[src/rtl/axis_trailer_strip.sv]
// Strips a fixed-width trailer (e.g. a timestamp) from the tail of every AXI4-Stream packet
// and presents it as a one-cycle side-band word alongside the shortened payload.
module axis_trailer_strip #(
    parameter int DATA_WIDTH    = 8,
    parameter int KEEP_WIDTH    = DATA_WIDTH / 8,
    parameter int TRAILER_WIDTH = 32,
    parameter int USER_WIDTH    = 1,
    parameter int LITTLE_ENDIAN = 1
) (
    input  logic                     clk,
    input  logic                     rst,

    input  logic [DATA_WIDTH-1:0]    s_axis_tdata,
    input  logic [KEEP_WIDTH-1:0]    s_axis_tkeep,
    input  logic                     s_axis_tvalid,
    output logic                     s_axis_tready,
    input  logic                     s_axis_tlast,
    input  logic [USER_WIDTH-1:0]    s_axis_tuser,

    output logic [DATA_WIDTH-1:0]    m_axis_tdata,
    output logic [KEEP_WIDTH-1:0]    m_axis_tkeep,
    output logic                     m_axis_tvalid,
    input  logic                     m_axis_tready,
    output logic                     m_axis_tlast,
    output logic [USER_WIDTH-1:0]    m_axis_tuser,

    output logic [TRAILER_WIDTH-1:0] trailer_tdata,
    output logic                     trailer_valid,
    output logic                     trailer_error
);

    localparam int N     = TRAILER_WIDTH / DATA_WIDTH;
    localparam int DEPTH = N + 1;
    localparam int CW    = $clog2(DEPTH + 1);
    localparam logic [CW-1:0] FULL = CW'(DEPTH);

    if ((TRAILER_WIDTH % DATA_WIDTH) != 0 || N < 1) begin : g_bad_trailer_width
        $error("TRAILER_WIDTH must be a non-zero multiple of DATA_WIDTH");
    end

    typedef enum logic {StFill, StClose} state_e;

    state_e                   state_q, state_d;
    logic [CW-1:0]            count_q, count_d;
    logic [DATA_WIDTH-1:0]    data_q [DEPTH];
    logic [DATA_WIDTH-1:0]    data_d [DEPTH];
    logic [KEEP_WIDTH-1:0]    keep_q [DEPTH];
    logic [KEEP_WIDTH-1:0]    keep_d [DEPTH];
    logic [USER_WIDTH-1:0]    user_q [DEPTH];
    logic [USER_WIDTH-1:0]    user_d [DEPTH];
    logic [TRAILER_WIDTH-1:0] trailer_q, trailer_d;
    logic                     tvalid_q, tvalid_d;
    logic                     terr_q, terr_d;

    logic                     in_hs, out_hs;
    logic [CW-1:0]            wr_idx;
    logic [USER_WIDTH-1:0]    user_or;
    logic                     keep_bad;

    always_comb begin
        user_or  = user_q[0];
        keep_bad = 1'b0;
        for (int i = 1; i < DEPTH; i++) begin
            user_or  = user_or | user_q[i];
            keep_bad = keep_bad | (keep_q[i] != {KEEP_WIDTH{1'b1}});
        end
    end

    always_comb begin
        state_d   = state_q;
        count_d   = count_q;
        data_d    = data_q;
        keep_d    = keep_q;
        user_d    = user_q;
        trailer_d = trailer_q;
        tvalid_d  = 1'b0;
        terr_d    = 1'b0;
        in_hs     = 1'b0;
        out_hs    = 1'b0;
        wr_idx    = count_q;

        s_axis_tready = 1'b0;
        m_axis_tvalid = 1'b0;
        m_axis_tlast  = 1'b0;
        m_axis_tdata  = data_q[0];
        m_axis_tkeep  = keep_q[0];
        m_axis_tuser  = user_q[0];

        unique case (state_q)
            StFill: begin
                // A full buffer means the oldest beat cannot be part of the trailer.
                s_axis_tready = (count_q != FULL) || m_axis_tready;
                m_axis_tvalid = (count_q == FULL);
                in_hs         = s_axis_tvalid && s_axis_tready;
                out_hs        = m_axis_tvalid && m_axis_tready;

                if (out_hs) begin
                    for (int i = 0; i < DEPTH - 1; i++) begin
                        data_d[i] = data_q[i+1];
                        keep_d[i] = keep_q[i+1];
                        user_d[i] = user_q[i+1];
                    end
                    wr_idx = count_q - CW'(1);
                end

                if (in_hs) begin
                    for (int i = 0; i < DEPTH; i++) begin
                        if (CW'(i) == wr_idx) begin
                            data_d[i] = s_axis_tdata;
                            keep_d[i] = s_axis_tkeep;
                            user_d[i] = s_axis_tuser;
                        end
                    end
                end

                count_d = count_q + CW'(in_hs) - CW'(out_hs);

                if (in_hs && s_axis_tlast) begin
                    if (count_d == FULL) begin
                        state_d = StClose;
                    end else begin
                        // Runt: too short to carry payload plus trailer, drop it.
                        count_d = '0;
                        terr_d  = 1'b1;
                    end
                end
            end

            StClose: begin
                m_axis_tvalid = 1'b1;
                m_axis_tlast  = 1'b1;
                m_axis_tuser  = user_or;
                if (m_axis_tready) begin
                    for (int k = 0; k < N; k++) begin
                        if (LITTLE_ENDIAN != 0) begin
                            trailer_d[k*DATA_WIDTH +: DATA_WIDTH] = data_q[k+1];
                        end else begin
                            trailer_d[(N-1-k)*DATA_WIDTH +: DATA_WIDTH] = data_q[k+1];
                        end
                    end
                    tvalid_d = 1'b1;
                    terr_d   = keep_bad;
                    count_d  = '0;
                    state_d  = StFill;
                end
            end

            default: state_d = StFill;
        endcase
    end

    always_ff @(posedge clk) begin
        if (rst) begin
            state_q   <= StFill;
            count_q   <= '0;
            trailer_q <= '0;
            tvalid_q  <= 1'b0;
            terr_q    <= 1'b0;
            for (int i = 0; i < DEPTH; i++) begin
                data_q[i] <= '0;
                keep_q[i] <= '0;
                user_q[i] <= '0;
            end
        end else begin
            state_q   <= state_d;
            count_q   <= count_d;
            trailer_q <= trailer_d;
            tvalid_q  <= tvalid_d;
            terr_q    <= terr_d;
            for (int i = 0; i < DEPTH; i++) begin
                data_q[i] <= data_d[i];
                keep_q[i] <= keep_d[i];
                user_q[i] <= user_d[i];
            end
        end
    end

    assign trailer_tdata = trailer_q;
    assign trailer_valid = tvalid_q;
    assign trailer_error = terr_q;

endmodule

[config.mk]
export PLATFORM = sky130hd
export DESIGN_NAME = axis_trailer_strip
export DESIGN_NICKNAME = d
export VERILOG_FILES = /design/src/rtl/axis_trailer_strip.sv
export SDC_FILE = /design/constraint.sdc
export NUM_CORES = 1
export LEC_CHECK = 0
export ABC_AREA = 1
export CORE_UTILIZATION = 40
export CTS_CLUSTER_SIZE = 25
export DETAILED_ROUTE_END_ITERATION = 8
export GPL_ROUTABILITY_DRIVEN = 0
export HOLD_SLACK_MARGIN = 0.06
export MAX_ROUTING_LAYER = met4
export SLEW_MARGIN = 20
export SYNTH_ARGS = -nofsm -noshare
export SYNTH_HDL_FRONTEND = slang
export SYNTH_SLANG_ARGS = --single-unit
export TNS_END_PERCENT = 20
[constraint.sdc]
create_clock -name clk -period 3.7 [get_ports clk]
set_input_delay 0.74 -clock clk [delete_from_list [all_inputs] [get_ports clk]]
set_output_delay 0.74 -clock clk [all_outputs]
set_load 0.05 [all_outputs]
---- Yosys cells after proc, flatten, opt, wreduce, memory -nomap -nowiden ----
Index checks and enable logic that the tools add are counted.
Widths: inputs -> output; s select.
cells by class
  add/subtract/negate cells ............... 3
  reductions and logical operators ........ 8
  eq/ne operators ......................... 8
  shift operators ......................... 0
  magnitude comparators ................... 0
  muxes and demuxes ....................... 40
  $mul .................................... 0
  div/mod/pow operators ................... 0
  bitwise logic cells ..................... 12
operators by type and width
  cell                 number
  $mux 40              1
  $mux 8               5
  $mux 32              1
  $mux 1               20
  $mux 3               5
  $mux 5               2
  $mux 4               2
  $or 1x1->1           7
  $eq 2x3->1 const A   2
  $eq 3x3->1 const B   2
  $pmux 1 s2           3
  $pmux 3 s2           1
  $not 1->1            5
  $add 3x1->3          1
  $eq 1x3->1 const A   1
  $eq 3x3->1 const A   1
  $logic_and 1x1->1    3
  $logic_not 3->1      1
  $ne 3x3->1 const B   1
  $reduce_and 3->1     1
  $sub 3x1->3          1
  $sub 3x1->3 const B  1
  $ne 2x2->1 const B   1
  $reduce_and 2->1     1
  2 further kinds      2
word-level totals
  memories ................................ 0
  bits in registers ....................... 88
  RAM bits ................................ 0
  bits in latches ......................... 0
  bits in read-only memories .............. 0
  output and inout port bits .............. 47

---- Longest topological paths before layout ----
Gate-level depths: netlist of the first run.
  depth in word-level cells ............... 9
  mapped depth ............................ 15
  depth with buffers taken out ............ 14

---- Least setup slack after synthesis of the first run ----
No wires, ideal clock.
  path type ............................... register -> output
  start ................................... reg state_q
  end ..................................... out m_axis_tuser
  buffers on the path ..................... 2
  path slack .............................. 0.991 ns
  data arrival time ....................... 1.969 ns
  cell stages (with the launch flop) ...... 5
  data required time ...................... 2.960 ns
  path through ............................ dfxtp_1 -> inv_1 -> clkbuf_1 -> clkbuf_1 -> o211ai_1
between the ends
  longest elaborated chain between the ends .. 1
ends and longest elaborated chain
  what                    RTL line  text
  from (decl)             43        state_e state_q, state_d;
  from (signal assigned)  154       state_q <= StFill;
  from (signal assigned)  165       state_q <= state_d;
  $mux 1                  89        unique case (state_q)
  to (decl)               25        output logic [USER_WIDTH-1:0] m_axis_tuser,
Every way passes these cells.

---- Worst setup path after layout of the first run ----
  start ................................... reg count_q[1]
  end ..................................... out m_axis_tvalid
between the ends
  longest elaborated chain between the ends .. 2
ends and longest elaborated chain
  what                    RTL line  text
  from (decl)             44        logic [CW-1:0] count_q, count_d;
  from (signal assigned)  166       count_q <= count_d;
  $eq 3x3->1              93        m_axis_tvalid = (count_q == FULL);
  $pmux 1 s2              89
  to (decl)               22        output logic m_axis_tvalid,
Every way passes these cells.

==> out/results.ini, run 1 <==
[sta]
tightest_slew_ps=703.2
holdWs_ps=470.7
clock-skew-final_ps=7.991
max_freq_ghz=0.3330
relSlewSlack=0.5312
finalWorstPathRequiredPeriod_ps=3003
fin_crit_sh=0.8117
drv_slew=0
final.setup.tns_ps=0
rsz0062_at_grt=false
layout_setup_ws_ps=696.9
setup_viol=0
final_hold_viol_count=0

[final_layout]
layout-drive-gt1-share=0.05979
area_growth_pct=18.81
antenna_cells=0
postLayoutCoreUtil=0.4938
nFillCells=1061
layoutNonFillerInstCount=805
nets=686

[floorplan]
die_w_um=105.8
dieArea_mm2=0.01119
pin_count=62
start_util=0.4157
die_height_um=105.8
core_area_mm2=0.01037
row_count=37

[clock_network]
htreeDepth=3
post_cts_buffers=0
ctsRootBufferMaster=clkbuf_8
cts_buffers=9
clk_pin_slew_ps=90
cts_buffer_depth=2
cts_sinks=88
cts_resized=0
clock_latency_ps=360
cts_hold_buf=0
cts_tree=built

[global_route]
use_met1=0.2790
grt_overflow_total=0
met2_usage=0.3483
antenna_found_initial=0
met3_usage=0.03587
groute.usage.overall=0.2164
grt.busiest_layer=met2
grt_pass1_wl_um=18660
grt_max_degree=83
grt_pass1_vias=3675

[logic_synthesis]
synth_seq_cells=88
syn_area_mm2=0.004310
ys_types=32
syn_nets=654
synth_area_per_cell_um2=6.809
ys_warn_count=0
yosysSeqAreaShare=0.4087
syn_inst=633

[worst_setup_path]
crit_path_max_fanout=7
r2r-end=m_axis_tdata[5]
rr_startpoint=count_q[1]
arrival_ps=2260
end_kind=output port
r2r_cells=11
crit_type=flip-flop to output port
required_ps=2960
regToRegSetupSlack_ps=1010
critPathLaunchType=flip-flop

[placement]
placed_cells=790
place_ws_ps=647.7
post-dp-hpwl_um=7642
port_buffers=61

[job]
drv_cap=0

[routing]
via_per_inst=4.955
dr.pass1.iters=4
via_count=3989
wirelength_um=11190
antenna_left=0
drt_iter0_drc=234
drc=0
wl_per_cell_um=13.90

[power_and_ir_drop]
ir_drop_mv=0.2260
static-leakage-power_nw=1.963
power_density_mw_per_mm2=438.3

[min_path]
hp-start=trailer_tdata[4]
hold_path_end=trailer_tdata[4]
hp-class=flip-flop to flip-flop
holdPathStages=2

[run_status]
outcome=complete, no violations

==> cell usage after synthesis <==
library cell | instances | share of area
nand2_1 | 140 | 0.12
o21a_1 | 1 | 0.0017
nand2_2 | 2 | 0.0029
nor3_1 | 2 | 0.0023
buf_4 | 11 | 0.019
o21bai_2 | 1 | 0.0026
ha_1 | 5 | 0.015
fa_1 | 1 | 0.0046
nor2_1 | 25 | 0.022
nand2_4 | 1 | 0.0026
inv_2 | 4 | 0.0035
o211ai_1 | 2 | 0.0035
xor2_1 | 1 | 0.0020
buf_6 | 2 | 0.0052
a21oi_1 | 47 | 0.055
nand4_1 | 4 | 0.0058
nor2_2 | 3 | 0.0044
a21oi_2 | 1 | 0.0020
clkbuf_2 | 1 | 0.0012
o21ai_1 | 15 | 0.017
clkbuf_1 | 28 | 0.024
nand3_4 | 1 | 0.0041
xnor2_1 | 1 | 0.0020
buf_2 | 5 | 0.0058
dfxtp_1 | 88 | 0.41
inv_1 | 74 | 0.064
o21bai_1 | 1 | 0.0017
buf_1 | 1 | 0.00087
o21ai_0 | 124 | 0.14
nor2_4 | 1 | 0.0026
nand3_2 | 1 | 0.0023
nand3_1 | 39 | 0.045
==> worst max path at each step <==
stage,to,startpoint,depth (start not counted),slack (ps)
after floorplan,m_axis_tuser,state_q,4,990
after global placement,m_axis_tdata[3],m_axis_tready,10,710
after detailed placement,count_q[0],m_axis_tready,13,650
after CTS,m_axis_tvalid,count_q[1],5,690
after global routing,m_axis_tvalid,count_q[1],5,590
final,m_axis_tvalid,count_q[1],5,700
==> placed cells by master, fill, tap and decap left out, drive strengths merged <==
cell           instances
nand2                143
o21ai                139
dfxtp                 88
inv                   79
clkdlybuf4s50         60
a21oi                 48
nand3                 41
nor2                  29
clkbuf                11
buf                    9
ha                     5
nand4                  4
nor3                   2
o211ai                 2
o21bai                 2
clkinv                 2
xor2                   1
xnor2                  1
o21a                   1
fa                     1
bufinv                 1
==> final cells by class <==
type                       instances  area, um^2  area share
inverter                          78       292.8     0.05717
clock buffer                      11       151.4     0.02956
multi-input combinational        419        2012      0.3929
clock inverter                     4       52.55     0.01026
sequential                        88        1762      0.3440
tap                              136       170.2     0.03323
timing repair buffer              69       680.7      0.1329
==> power by group <==
group	internal (mW)	switching, mW
combinational	0.165	0.307
clock	0.348	0.355
sequential	1.01	0.0594
==> routing by layer <==
layer	share of wire	up-vias
met5	0	-
met4	0.011	0
met3	0.041	10
met2	0.48	79
met1	0.47	1793
li1	-	2107
==> flip-flops by register name (all words and copies together), names as in the netlist <==
signal and flops:
trailer_tdata 32, trailer_error 1, count_q 3, state_q 1, data_q 32, user_q 5
m_axis_tkeep 1, trailer_valid 1, keep_q 4, m_axis_tdata 8
==> critical path, stage by stage, from the launching register on <==
cell,delay [ps]
dfxtp_1,400
inv_1,140
ha_1,300
nand2_2,140
nand2_1,110
clkdlybuf4s50_1,800
==> cells by family after synthesis <==
kind of cell	count (synthesis)	synth area share
XOR/XNOR	2	0.004065
buffers and inverters	126	0.1245
AO/OA/AOI/OAI	192	0.2276
AND/OR/NAND/NOR	219	0.2160
adder cells (fa/ha/maj)	6	0.01916
flip-flops	88	0.4087
==> per-stage QoR <==
| stage | cell area [um^2] | total power [mW] |
|---|---|---|
| 2_1_floorplan | 4310 | 1.444 |
| 3_3_place_gp | 4917 | 1.556 |
| 3_5_place_dp | 4917 | 1.563 |
| 4_1_cts | 5121 | 2.262 |
| 5_1_grt | 5121 | 2.378 |
| 6_report | 5121 | 2.244 |
No activity file was read; power rests on OpenSTA's default activity.
==> inputs of run 2 (changes only) <==
==> constraint.sdc (replaced) <==
create_clock -name clk -period 2.5 [get_ports clk]
set_input_delay 0.5 -clock clk [delete_from_list [all_inputs] [get_ports clk]]
set_output_delay 0.5 -clock clk [all_outputs]
set_load 0.05 [all_outputs]
==> run 2 against run 1 <==
Net effect:
- cell count up 2.0%
- wire length grew 1.9%
- sequential share of layout area down 1.3 points
- worst setup slack worse by 500 ps
- largest cell class unchanged
- largest power group unchanged
==> out/results.ini, run 2 (synthesized netlist as in run 1, its figures left out) <==
[placement]
port_buffers=61
place_area_mm2=0.005090
place_ws_ps=-299.9
post-dp-hpwl_um=8050
placed_cells=805

[routing]
dr.pass1.iters=5
wirelength_um=11400
wl_per_cell_um=13.89
via_count=4098
antenna_left=0
drc=0
drt_iter0_drc=223
via_per_inst=4.991

[global_route]
grt_pass1_vias=3807
grt_overflow_total=0
antenna_found_initial=0
grt_pass1_wl_um=19080
grt_max_degree=62
groute.usage.overall=0.2200

[sta]
drv_slew=0
layout_setup_ws_ps=195.5
relSlewSlack=0.5547
finalWorstPathRequiredPeriod_ps=2305
holdWs_ps=478.7
clock-skew-final_ps=12.63
final.setup.tns_ps=0
setup_viol=0
rsz0062_at_grt=false
final_hold_viol_count=0
max_freq_ghz=0.4339
fin_crit_sh=0.9218
tightest_slew_ps=667.2

[clock_network]
cts_buffers=9
cts_sinks=88
clk_pin_slew_ps=100
clock_latency_ps=360
post_cts_buffers=0
cts_hold_buf=0
ctsRootBufferMaster=clkbuf_8
cts_buffer_depth=2
cts_resized=0
cts_tree=built
htreeDepth=3

[worst_setup_path]
crit_type=flip-flop to flip-flop
arrival_ps=2600
max_stage_delay_ps=410
regToRegSetupSlack_ps=200
crit_path_max_fanout=4
crit_slowest_cell=fa_1
crit_chain=inv_2 > ha_4 > nand2_2 > inv_1 > o21bai_1 > ha_1 > inv_1 > fa_1 > xor2_1 > nand2_1 > nand4_1 > nand2_1 > nand2_1 > a21oi_1
critPathLaunchType=flip-flop
required_ps=2790
end_kind=flip-flop
critical_path.most_common_cell=nand2_1

[power_and_ir_drop]
p_clk_frac=0.309
power_density_mw_per_mm2=641.1
static-leakage-power_nw=2.070
pwr-share-seq=0.459
p_sw_mw=1.109
swShare=0.3253
power.total_mw=3.409
combPwrFrac=0.232
p_int_mw=2.300
ir_drop_mv=0.2652

[final_layout]
nets=701
final_common_cell=nand2_1
layoutNonFillerInstCount=821
fin_area_mm2=0.005318
antenna_cells=0
area_growth_pct=23.37
layout-drive-gt1-share=0.08905
final_cell_mix=140 x nand2_1, 124 x o21ai_0, 88 x dfxtp_1
postLayoutCoreUtil=0.5128

[floorplan]
core_area_mm2=0.01037
pin_count=62
die_height_um=105.8
start_util=0.4157
dieArea_mm2=0.01119
row_count=37
die_w_um=105.8

[job]
drv_cap=0

[min_path]
hp-class=flip-flop to flip-flop

[run_status]
outcome=complete, no violations

[run 2: changes by cell type in the layout (fill, tap and decap cells not counted), sizes merged]
cell and delta:
inv +1, buf +17, clkdlybuf4s50 -3, clkbuf -1
dlymetal6s2s +1, clkinvlp +1
[run 2: worst max-delay path, delay by kind of cell (launching register included)]
family | cells | cell delay [ps]
AO/OA/AOI/OAI | 2 | 250
XOR/XNOR | 1 | 160
adder cells (fa/ha/maj) | 3 | 750
buffers and inverters | 3 | 200
flip-flops | 1 | 360
AND/OR/NAND/NOR | 5 | 520
[run 2: area by class of cell]
cell class,instances,area (um^2)
clock buffers,10,137.6
well taps,136,170.2
multi-input cells,419,2027
flip-flops and latches,88,1762
inverters,78,292.8
clock inverters,6,75.07
fillers,1062,5052
repair buffers,84,853.3
[run 2: per-layer routing]
layer,share of wire,track usage,vias to the layer above
met2,0.49,0.3590,99
met4,0.0099,0.05853,0
met3,0.042,0.02659,10
met1,0.46,0.2880,1861
li1,-,-,2128
met5,0,-,-
[run 2: worst paths after layout]
kind                                          to        startpoint  cells after the start
worst max-delay path                  count_q[2]        count_q[1]                     14
worst min-delay path            trailer_tdata[3]  trailer_tdata[3]                      2
worst max register to register        count_q[2]        count_q[1]                     14
worst min register to register  trailer_tdata[3]  trailer_tdata[3]                      2
[run 2: power groups by stage]
stage	logic [mW]	registers, mW	clock network [mW]
floorplan	0.542	1.60	0
global placement	0.775	1.59	0
detailed placement	0.785	1.60	0
CTS	0.789	1.57	1.08
global route	0.882	1.58	1.15
finish	0.791	1.57	1.05
